## config.mk

```make
export PLATFORM = sky130hd
export DESIGN_NAME = rrcu
export DESIGN_NICKNAME = d
export VERILOG_FILES = /design/src/rtl/usb_pkg.sv /design/src/rtl/rx_byte_delay.sv /design/src/rtl/rrcu.sv
export SDC_FILE = /design/constraint.sdc
export NUM_CORES = 1
export LEC_CHECK = 0
export CORE_MARGIN = 5
export CORE_UTILIZATION = 51
export DETAILED_ROUTE_END_ITERATION = 16
export GPL_TIMING_DRIVEN = 0
export PLACE_DENSITY = 0.76
export SLEW_MARGIN = 20
export SYNTH_ARGS = -nofsm -noshare
export SYNTH_HDL_FRONTEND = slang
export SYNTH_HIERARCHICAL = 1
export SYNTH_SLANG_ARGS = --single-unit
```

## constraint.sdc

```tcl
create_clock -name clk -period 2 [get_ports clk]
set_clock_uncertainty 0.15 [all_clocks]
set_input_delay 0.3 -clock clk [delete_from_list [all_inputs] [get_ports clk]]
set_output_delay 0.3 -clock clk [all_outputs]
set_load 0.05 [all_outputs]
```

## src/rtl/usb_pkg.sv

```systemverilog
// usb_pkg: constants and types shared by the USB receive path.
//   SYNC_BYTE    - byte value that opens every packet
//   PID_*        - PID nibbles, compared against the upper nibble of the PID byte
//   rrcu_state_t - receive-control FSM state encoding
//   pid_class_t  - packet class decoded from a PID nibble
package usb_pkg;

  localparam logic [7:0] SYNC_BYTE  = 8'b1000_0000;

  localparam logic [3:0] PID_TOKEN  = 4'h4;
  localparam logic [3:0] PID_SOF    = 4'hA;
  localparam logic [3:0] PID_DATA   = 4'hC;
  localparam logic [3:0] PID_HSHAKE = 4'hD;

  typedef enum logic [3:0] {
    ST_IDLE      = 4'd0,
    ST_WAIT_SYNC = 4'd1,
    ST_WAIT_PID  = 4'd2,
    ST_CHECK_PID = 4'd3,
    ST_RCV_ND    = 4'd4,
    ST_RCV_DATA  = 4'd5,
    ST_PUSH_CRC1 = 4'd6,
    ST_PUSH_CRC2 = 4'd7,
    ST_DONE      = 4'd8,
    ST_ERROR     = 4'd9,
    ST_EIDLE     = 4'd10
  } rrcu_state_t;

  typedef enum logic [1:0] {
    PC_TOKEN  = 2'd0,  // token or SOF: two non-data bytes follow
    PC_DATA   = 2'd1,
    PC_HSHAKE = 2'd2,  // nothing follows the PID
    PC_BAD    = 2'd3
  } pid_class_t;

  function automatic pid_class_t pid_class(input logic [3:0] nib);
    pid_class_t c;
    case (nib)
      PID_TOKEN, PID_SOF: c = PC_TOKEN;
      PID_DATA:           c = PC_DATA;
      PID_HSHAKE:         c = PC_HSHAKE;
      default:            c = PC_BAD;
    endcase
    return c;
  endfunction

endpackage

```

## src/rtl/rx_byte_delay.sv

```systemverilog
// rx_byte_delay: two-entry byte delay line. Holds the most recent two bytes
// so the trailing CRC of a data packet can be told apart from payload.
//   clk, n_rst - clock, asynchronous active-low reset (clears contents)
//   load       - shift din in (oldest byte drops out when already full)
//   flush      - empty the line
//   din        - byte to load
//   count      - number of bytes held (0..2)
//   older      - earlier of the held bytes (valid when count >= 1)
//   newer      - later of the held bytes (valid when count == 2)
module rx_byte_delay (
  input  logic       clk,
  input  logic       n_rst,
  input  logic       load,
  input  logic       flush,
  input  logic [7:0] din,
  output logic [1:0] count,
  output logic [7:0] older,
  output logic [7:0] newer
);

  logic [1:0] count_q, count_d;
  logic [7:0] older_q, older_d;
  logic [7:0] newer_q, newer_d;

  always_comb begin
    count_d = count_q;
    older_d = older_q;
    newer_d = newer_q;
    if (flush) begin
      count_d = 2'd0;
      older_d = 8'h00;
      newer_d = 8'h00;
    end else if (load) begin
      case (count_q)
        2'd0: begin
          older_d = din;
          count_d = 2'd1;
        end
        2'd1: begin
          newer_d = din;
          count_d = 2'd2;
        end
        default: begin
          older_d = newer_q;
          newer_d = din;
          count_d = 2'd2;
        end
      endcase
    end
  end

  always_ff @(posedge clk or negedge n_rst) begin
    if (!n_rst) begin
      count_q <= 2'd0;
      older_q <= 8'h00;
      newer_q <= 8'h00;
    end else begin
      count_q <= count_d;
      older_q <= older_d;
      newer_q <= newer_d;
    end
  end

  assign count = count_q;
  assign older = older_q;
  assign newer = newer_q;

endmodule

```

## src/rtl/rrcu.sv

```systemverilog
// rrcu: USB receive-control unit. Walks a packet byte by byte, sorts bytes
// into the PID / non-data / data / data-CRC FIFOs and flags protocol errors.
//   MAX_DATA (<=127) - maximum payload bytes per DATA packet, CRC excluded
//   clk, n_rst       - clock, asynchronous active-low reset
//   d_edge           - start-of-packet line transition
//   rcv_data         - received byte, qualified by byte_received
//   byte_received    - one-cycle byte strobe
//   eop              - one-cycle end-of-packet strobe
//   *_full           - target FIFO full flags
//   write_data       - byte presented to the FIFOs
//   *_write          - one-cycle FIFO push strobes
//   rcving           - packet in progress
//   packet_done      - one-cycle pulse on error-free completion
//   r_error          - sticky error, cleared by the next d_edge after eop
// Build option: define RRCU_PID_CHECK_EN to reject PIDs whose low nibble is
// not the complement of the high nibble.
module rrcu
  import usb_pkg::*;
#(
  parameter int MAX_DATA = 64
) (
  input  logic       clk,
  input  logic       n_rst,
  input  logic       d_edge,
  input  logic [7:0] rcv_data,
  input  logic       byte_received,
  input  logic       eop,
  input  logic       pid_full,
  input  logic       nd_full,
  input  logic       data_full,
  input  logic       dcrc_full,
  output logic [7:0] write_data,
  output logic       pid_write,
  output logic       nd_write,
  output logic       data_write,
  output logic       dcrc_write,
  output logic       rcving,
  output logic       packet_done,
  output logic       r_error
);

  localparam logic [6:0] MAX_D7 = 7'(MAX_DATA);

  rrcu_state_t state_q, state_d;
  logic [3:0]  pid_nib_q, pid_nib_d;
  logic [1:0]  nd_exp_q, nd_exp_d;
  logic [1:0]  nd_cnt_q, nd_cnt_d;
  logic [6:0]  dat_cnt_q, dat_cnt_d;
  logic [7:0]  wdata_q, wdata_d;
  logic        pid_wr_q, pid_wr_d;
  logic        nd_wr_q, nd_wr_d;
  logic        dat_wr_q, dat_wr_d;
  logic        crc_wr_q, crc_wr_d;
  logic        rcving_q, rcving_d;
  logic        done_q, done_d;
  logic        err_q, err_d;

  logic        dl_load, dl_flush;
  logic [1:0]  dl_count;
  logic [7:0]  dl_older, dl_newer;

  logic        pid_ok;
  logic        fail;
  logic        collide;
  logic        pkt_over;

  rx_byte_delay u_delay (
    .clk   (clk),
    .n_rst (n_rst),
    .load  (dl_load),
    .flush (dl_flush),
    .din   (rcv_data),
    .count (dl_count),
    .older (dl_older),
    .newer (dl_newer)
  );

  // The PID push must land one cycle after the PID byte, so the integrity
  // check is applied as the byte arrives rather than one cycle later.
`ifdef RRCU_PID_CHECK_EN
  assign pid_ok = (rcv_data[3:0] == ~rcv_data[7:4]);
`else
  assign pid_ok = 1'b1;
`endif

  assign collide  = byte_received & eop;
  // Once eop has been seen there is no further eop to wait for in ERROR.
  assign pkt_over = eop | (state_q == ST_PUSH_CRC1);

  always_comb begin
    state_d   = state_q;
    pid_nib_d = pid_nib_q;
    nd_exp_d  = nd_exp_q;
    nd_cnt_d  = nd_cnt_q;
    dat_cnt_d = dat_cnt_q;
    wdata_d   = wdata_q;
    pid_wr_d  = 1'b0;
    nd_wr_d   = 1'b0;
    dat_wr_d  = 1'b0;
    crc_wr_d  = 1'b0;
    done_d    = 1'b0;
    rcving_d  = rcving_q;
    err_d     = err_q;
    dl_load   = 1'b0;
    dl_flush  = 1'b0;
    fail      = 1'b0;

    case (state_q)
      ST_IDLE: begin
        if (d_edge) state_d = ST_WAIT_SYNC;
      end

      ST_WAIT_SYNC: begin
        if (collide || eop) begin
          fail = 1'b1;
        end else if (byte_received) begin
          if (rcv_data == SYNC_BYTE) begin
            rcving_d = 1'b1;
            state_d  = ST_WAIT_PID;
          end else begin
            fail = 1'b1;
          end
        end
      end

      ST_WAIT_PID: begin
        if (collide || eop) begin
          fail = 1'b1;
        end else if (byte_received) begin
          if (!pid_ok || pid_full) begin
            fail = 1'b1;
          end else begin
            pid_wr_d  = 1'b1;
            wdata_d   = rcv_data;
            pid_nib_d = rcv_data[7:4];
            state_d   = ST_CHECK_PID;
          end
        end
      end

      // Decode cycle; bytes are many clocks apart so any event here is a
      // framing fault.
      ST_CHECK_PID: begin
        dl_flush  = 1'b1;
        nd_cnt_d  = 2'd0;
        dat_cnt_d = 7'd0;
        if (byte_received || eop) begin
          fail = 1'b1;
        end else begin
          case (pid_class(pid_nib_q))
            PC_TOKEN: begin
              nd_exp_d = 2'd2;
              state_d  = ST_RCV_ND;
            end
            PC_HSHAKE: begin
              nd_exp_d = 2'd0;
              state_d  = ST_RCV_ND;
            end
            PC_DATA: state_d = ST_RCV_DATA;
            default: fail = 1'b1;
          endcase
        end
      end

      ST_RCV_ND: begin
        if (collide) begin
          fail = 1'b1;
        end else if (byte_received) begin
          if (nd_cnt_q == nd_exp_q || nd_full) begin
            fail = 1'b1;
          end else begin
            nd_wr_d  = 1'b1;
            wdata_d  = rcv_data;
            nd_cnt_d = nd_cnt_q + 2'd1;
          end
        end else if (eop) begin
          if (nd_cnt_q == nd_exp_q) begin
            done_d   = 1'b1;
            rcving_d = 1'b0;
            state_d  = ST_DONE;
          end else begin
            fail = 1'b1;
          end
        end
      end

      // The newest two bytes are always held back: they become the CRC if
      // eop follows, otherwise the older one is payload.
      ST_RCV_DATA: begin
        if (collide) begin
          fail = 1'b1;
        end else if (byte_received) begin
          if (dl_count == 2'd2) begin
            // Counter only advances below MAX_DATA, so it cannot wrap.
            if (dat_cnt_q >= MAX_D7 || data_full) begin
              fail = 1'b1;
            end else begin
              dat_wr_d  = 1'b1;
              wdata_d   = dl_older;
              dat_cnt_d = dat_cnt_q + 7'd1;
              dl_load   = 1'b1;
            end
          end else begin
            dl_load = 1'b1;
          end
        end else if (eop) begin
          if (dl_count != 2'd2 || dcrc_full) begin
            fail = 1'b1;
          end else begin
            crc_wr_d = 1'b1;
            wdata_d  = dl_older;
            state_d  = ST_PUSH_CRC1;
          end
        end
      end

      ST_PUSH_CRC1: begin
        if (dcrc_full) begin
          fail = 1'b1;
        end else begin
          crc_wr_d = 1'b1;
          wdata_d  = dl_newer;
          state_d  = ST_PUSH_CRC2;
        end
      end

      ST_PUSH_CRC2: begin
        done_d   = 1'b1;
        rcving_d = 1'b0;
        state_d  = ST_DONE;
      end

      ST_DONE: begin
        state_d = ST_IDLE;
      end

      ST_ERROR: begin
        if (eop) state_d = ST_EIDLE;
      end

      ST_EIDLE: begin
        if (d_edge) begin
          err_d   = 1'b0;
          state_d = ST_WAIT_SYNC;
        end
      end

      default: state_d = ST_IDLE;
    endcase

    if (fail) begin
      err_d    = 1'b1;
      rcving_d = 1'b0;
      state_d  = pkt_over ? ST_EIDLE : ST_ERROR;
    end
  end

  always_ff @(posedge clk or negedge n_rst) begin
    if (!n_rst) begin
      state_q   <= ST_IDLE;
      pid_nib_q <= 4'h0;
      nd_exp_q  <= 2'd0;
      nd_cnt_q  <= 2'd0;
      dat_cnt_q <= 7'd0;
      wdata_q   <= 8'h00;
      pid_wr_q  <= 1'b0;
      nd_wr_q   <= 1'b0;
      dat_wr_q  <= 1'b0;
      crc_wr_q  <= 1'b0;
      rcving_q  <= 1'b0;
      done_q    <= 1'b0;
      err_q     <= 1'b0;
    end else begin
      state_q   <= state_d;
      pid_nib_q <= pid_nib_d;
      nd_exp_q  <= nd_exp_d;
      nd_cnt_q  <= nd_cnt_d;
      dat_cnt_q <= dat_cnt_d;
      wdata_q   <= wdata_d;
      pid_wr_q  <= pid_wr_d;
      nd_wr_q   <= nd_wr_d;
      dat_wr_q  <= dat_wr_d;
      crc_wr_q  <= crc_wr_d;
      rcving_q  <= rcving_d;
      done_q    <= done_d;
      err_q     <= err_d;
    end
  end

  assign write_data  = wdata_q;
  assign pid_write   = pid_wr_q;
  assign nd_write    = nd_wr_q;
  assign data_write  = dat_wr_q;
  assign dcrc_write  = crc_wr_q;
  assign rcving      = rcving_q;
  assign packet_done = done_q;
  assign r_error     = err_q;

endmodule

```

-- Word-level counts from Yosys, hierarchy flattened
Cells that the tools add are included.
Widths: inputs -> output; s select.
- flip-flop bits (word level): 52
- input port bits: 17
- output and inout bits: 15
- logic and storage cells: 230
- add/subtract/negate cells: 2
- magnitude comparators: 1
- equal/unequal tests: 56
- muxes and demuxes: 120
- bitwise operators: 5
- reductions and logical operators: 30
- operators by type and width (operator ; number):
    $mux 8 ; 18
    $mux 4 ; 19
    $ne 3x3->1 const B ; 21
    $mux 1 ; 58
    $pmux 4 s9 ; 1
    $pmux 8 s4 ; 1
    $mux 7 ; 4
    $ne 2x2->1 const B ; 14
    $eq 4x3->1 const B ; 5
    $eq 4x4->1 const B ; 5
    $reduce_and 19->1 ; 1
    $mux 2 ; 9
    $pmux 8 s2 ; 1
    $pmux 7 s2 ; 1
    $reduce_and 13->1 ; 1
    $reduce_bool 2->1 ; 6
    $eq 4x2->1 const B ; 2
    $eq 8x8->1 const B ; 1
    $pmux 2 s2 ; 2
    $pmux 4 s2 ; 1
    $reduce_and 4->1 ; 2
    $reduce_and 8->1 ; 1
    $reduce_bool 4->1 ; 2
    $add 7x1->7 const B ; 1
    23 further kinds ; 37

-- Depth between registers and ports, before layout
- depth in word-level cells: 12
- depth in mapped cells: 9
- gate-level depth less buffers: 6

-- Hierarchy
Netlist, hierarchy kept.
- by module, submodules not included (module ; times used ; cells each ; area an instance (um2)):
    rrcu ; 1 ; 234 ; 2113.3
    rx_byte_delay ; 1 ; 73 ; 824.5

-- Worst setup path after synthesis
Ideal clock, no wire load.
- kind: register to register
- from: register u_delay.count_q[0], in the netlist u_delay/count[0]
- to: register state_q[0]
- library setup time: 125 ps
- arrival time: 1934 ps
- required time: 1725 ps
- setup slack: -209 ps
- cell stages (with the launch flop): 7
- cells stage by stage: dfrtp_1 or3b_2 a22o_1 nor4_1 nand3b_1 mux2i_1 mux2_2
- longest elaborated chain between the ends: 9
- ends and longest elaborated chain (what ; RTL line ; RTL):
    start: declaration ; rx_byte_delay.sv:21 ; logic [1:0] count_q, count_d;
    start signal: assignment ; rx_byte_delay.sv:58 ; count_q <= count_d;
    $ne 2x2->1 ; rrcu.sv:207 ; if (dl_count != 2'd2 || dcrc_full) begin
    $logic_or 1x1->1 ; rrcu.sv:207 ;
    $mux 1 ; rrcu.sv:207 ;
    $mux 1 ; rrcu.sv:206 ; end else if (eop) begin
    $mux 1 ; rrcu.sv:192 ; end else if (byte_received) begin
    $mux 1 ; rrcu.sv:190 ; if (collide) begin
    $pmux 1 s6 ; rrcu.sv:108 ; case (state_q)
    $ne 4x4->1 (no line) (tied with other cells) ; n/a ;
    $reduce_and 19->1 (no line) ; n/a ;
    end signal: assignment ; rrcu.sv:274 ; state_q <= state_d;
    end: declaration ; rrcu.sv:44 ; rrcu_state_t state_q, state_d;
Several ways; a longest one is shown, not always the timed one.
A chain may end at the register's enable or synchronous reset.

-- Final worst setup path
- from: register state_q[2]
- to: register state_q[1]
- longest elaborated chain between the ends: 4
- ends and longest elaborated chain (what ; RTL line):
    $eq 4x3->1 (tied with other cells) ; rrcu.sv:88, rrcu.sv:108
    $pmux 1 s6 (tied with other cells) ; rrcu.sv:108
    $ne 4x4->1 (no line) (tied with other cells) ; n/a
    $reduce_and 19->1 (no line) / $mux 4 (equally long branches) ; n/a
Several ways; a longest one is shown, not always the timed one.

==> reports/results.ini <==
[die]
start_util = 0.5303
die_y_um = 85.90
die_w_um = 85.90
io_pins = 32
die_area_um2 = 7378
num_rows = 27
core-area_um2 = 5540

[power_and_ir_drop]
leakage_nw = 1.893
vdd_ir_drop_max_v = 0.0008208
power.density_nw_per_um2 = 1237

[timing]
tns_ns = -4.333
relSlewSlack = 0.5724
drv_slew = 0
hold_viol_final = 0
rsz0062_at_grt = true
period_share = 1.126
setup_ws_ns = -0.2521
setup_viol = 31
period_minus_slack_ns = 2.252
worst_pin_slew_ns = 0.6414
fmax_ghz = 0.4440

[route]
drtIter0Drc = 255
wl_per_cell_um = 18.00
num_vias = 2762
vias_per_cell = 6.070
drc = 0
drtPass1Iterations = 4
ant_nets = 0
routed_wirelength_um = 8191

[worst_setup_path]
path_class = register to register
rr_startpoint = state_q[2]$_DFFE_PN0P_
crit_required_ns = 2.05
path_max_fanout = 7
cp-end-kind = register
arrival_ns = 2.30
crit_path_start_kind = register
critical_path.startpoint = state_q[2]$_DFFE_PN0P_

[logic_synthesis]
synth_most_common_cell = dfrtp_1
ys_ff_latch = 51
synth-edff-count = 0
synthTopCellsByCount = 51 x dfrtp_1, 32 x nor2_1, 24 x a21oi_1, 24 x nand2_1
syn_area_per_cell_um2 = 9.569
synth_cell_type_count = 63
synth_area_um2 = 2938
synthTopCellsByArea = dfrtp_1 43%, a21oi_1 4.1%, mux2i_1 4.1%
synth_flop_cell = dfrtp_1
synth_top_area_share = 0.4344
synthCells = 307
yosysWarnings = 6
syn-num-nets = 325
yosys.area.top_type = dfrtp_1
synthArstFlopShare = 1.000
synth_sequential_area_ratio = 0.4344

[cells_and_area]
multi_input_area_um2 = 1763
num-fill-cells = 405
drive_gt1_frac = 0.3159
fin_cells = 455
antenna_cells = 0
finish.net_count = 400
area_growth_pct = 38.63
final-seq-area_um2 = 1280

[cts]
cts_buffers = 5
cts.sinks = 51
tritoncts = done
clock_latency_ns = 0.32
clockBufferDepth = 2
clockRootBuffer = clkbuf_8
clk_pin_slew_ns = 0.09
h-tree-depth = 2

[flow_run]
maxCapViolations = 0

[global_routing]
grt-ovfl-total = 0
grt_pass1_wl_um = 13630
grt_start_max_net_pins = 52
grt_pass1_vias = 2700
grt_antenna_before_repair = 0
track_usage = 0.2321

[place]
dp_hpwl_um = 4934
numPortBuffers = 31
pre_cts_slack_ns = -0.9135
gp_congestion = 0.9483
dp.cells = 410

[status]
violations = negative setup slack
outcome = complete, but fails checks

[hold_path]
hold_path.startpoint = dcrc_full
worst_hold_path_type = primary input to register

-- kinds of logic after synthesis --
family / after synthesis / share of synthesized area
AOI/OAI and AO/OA: 86 / 0.1985
xor gates and xnor gates: 6 / 0.01789
adders and majority gates: 1 / 0.004258
buffers and inverters: 25 / 0.05195
DFF: 51 / 0.4344
muxes: 18 / 0.06388
and+or+nand+nor: 120 / 0.2291
-- routing by layer --
metal | up-vias | track usage | share of wire
met5 | - | 0 | 0
met4 | 0 | 0.08058 | 0.014
met3 | 14 | 0.03650 | 0.058
met2 | 99 | 0.3707 | 0.48
met1 | 1383 | 0.3199 | 0.45
li1 | 1266 | - | -
-- critical path, stage by stage, from the launching register on --
cell       delay [ns]
dfrtp_1          0.38
buf_6            0.13
buf_12           0.12
nor4b_4          0.32
a2111oi_4        0.08
nor4_4           0.31
nand3b_1         0.21
buf_4            0.19
mux2i_1          0.14
mux2i_1          0.09
-- area by class of cell --
type                            count  share of cell area
Multi-Input combinational cell    231              0.4329
Sequential cell                    51              0.3143
Timing Repair Buffer               71              0.1650
Buffer                             15             0.03564
Tap cell                           72             0.02212
Clock buffer                        6             0.02028
Inverter                            7            0.006452
Clock inverter                      2            0.003379
-- registers in the layout, summed over array words and instances, names as in the netlist, 2 cells and up --
register	cells
write_data	8
pid_nib_q	4
u_delay/newer	8
u_delay/count	2
state_q	4
dat_cnt_q	7
nd_cnt_q	2
u_delay/older	8
-- stage by stage --
step	utilization	hold slack, ns	total power (W)	area, µm²
6_report	0.7351	0.2300	0.005036	4073
5_1_grt	0.7351	0.2312	0.005309	4073
4_1_cts	0.7213	0.2181	0.004892	3996
3_5_place_dp	0.6064	0.2220	0.003562	3359
3_3_place_gp	0.6068	0.3091	0.003524	3362
2_1_floorplan	-	-0.1456	0.002958	2962
-- power by group --
group,total [W],switching [W],internal (W)
sequential,0.00146,0.000204,0.00125
combinational,0.00293,0.00157,0.00137
clock,0.000646,0.000362,0.000284
total,0.00504,0.00213,0.00290
-- worst paths after layout --
path	end	slack, ns	depth (start not counted)
worst max-delay path	state_q[1]$_DFFE_PN0P_	-0.25	9
worst min-delay path	dcrc_write$_DFF_PN0_	0.23	2
worst max register to register	state_q[1]$_DFFE_PN0P_	-0.25	9
worst min register to register	write_data[3]$_DFFE_PN0P_	0.34	1
max in group asynchronous	nd_exp_q[1]$_DFFE_PN0P_	0.84	2
min in group asynchronous	state_q[3]$_DFFE_PN0P_	0.38	2
-- cell usage in the layout (no fill, tap or decap), types with 8 or more instances in the layout --
master	netlist	routed
mux2i_1	12	12
clkdlybuf4s50_1	0	25
a21oi_1	24	17
o21ai_0	12	9
buf_6	3	8
nand2_1	24	22
a21o_1	9	9
dfrtp_1	51	48
buf_4	2	34
nor3b_1	11	9
nor2_1	32	29
a22oi_1	9	9
-- what timing repair did --
action                                  4_1_cts  5_1_grt
setup buffers                                34        6
hold endpoints to repair                     51        0
gates resized for setup                      61       16
cloned                                        1        0
pin swaps                                    24        9
hold buffers                                  1        0
endpoints found under the setup margin       38       38
Note: power is estimated with default switching activity, not from simulation.
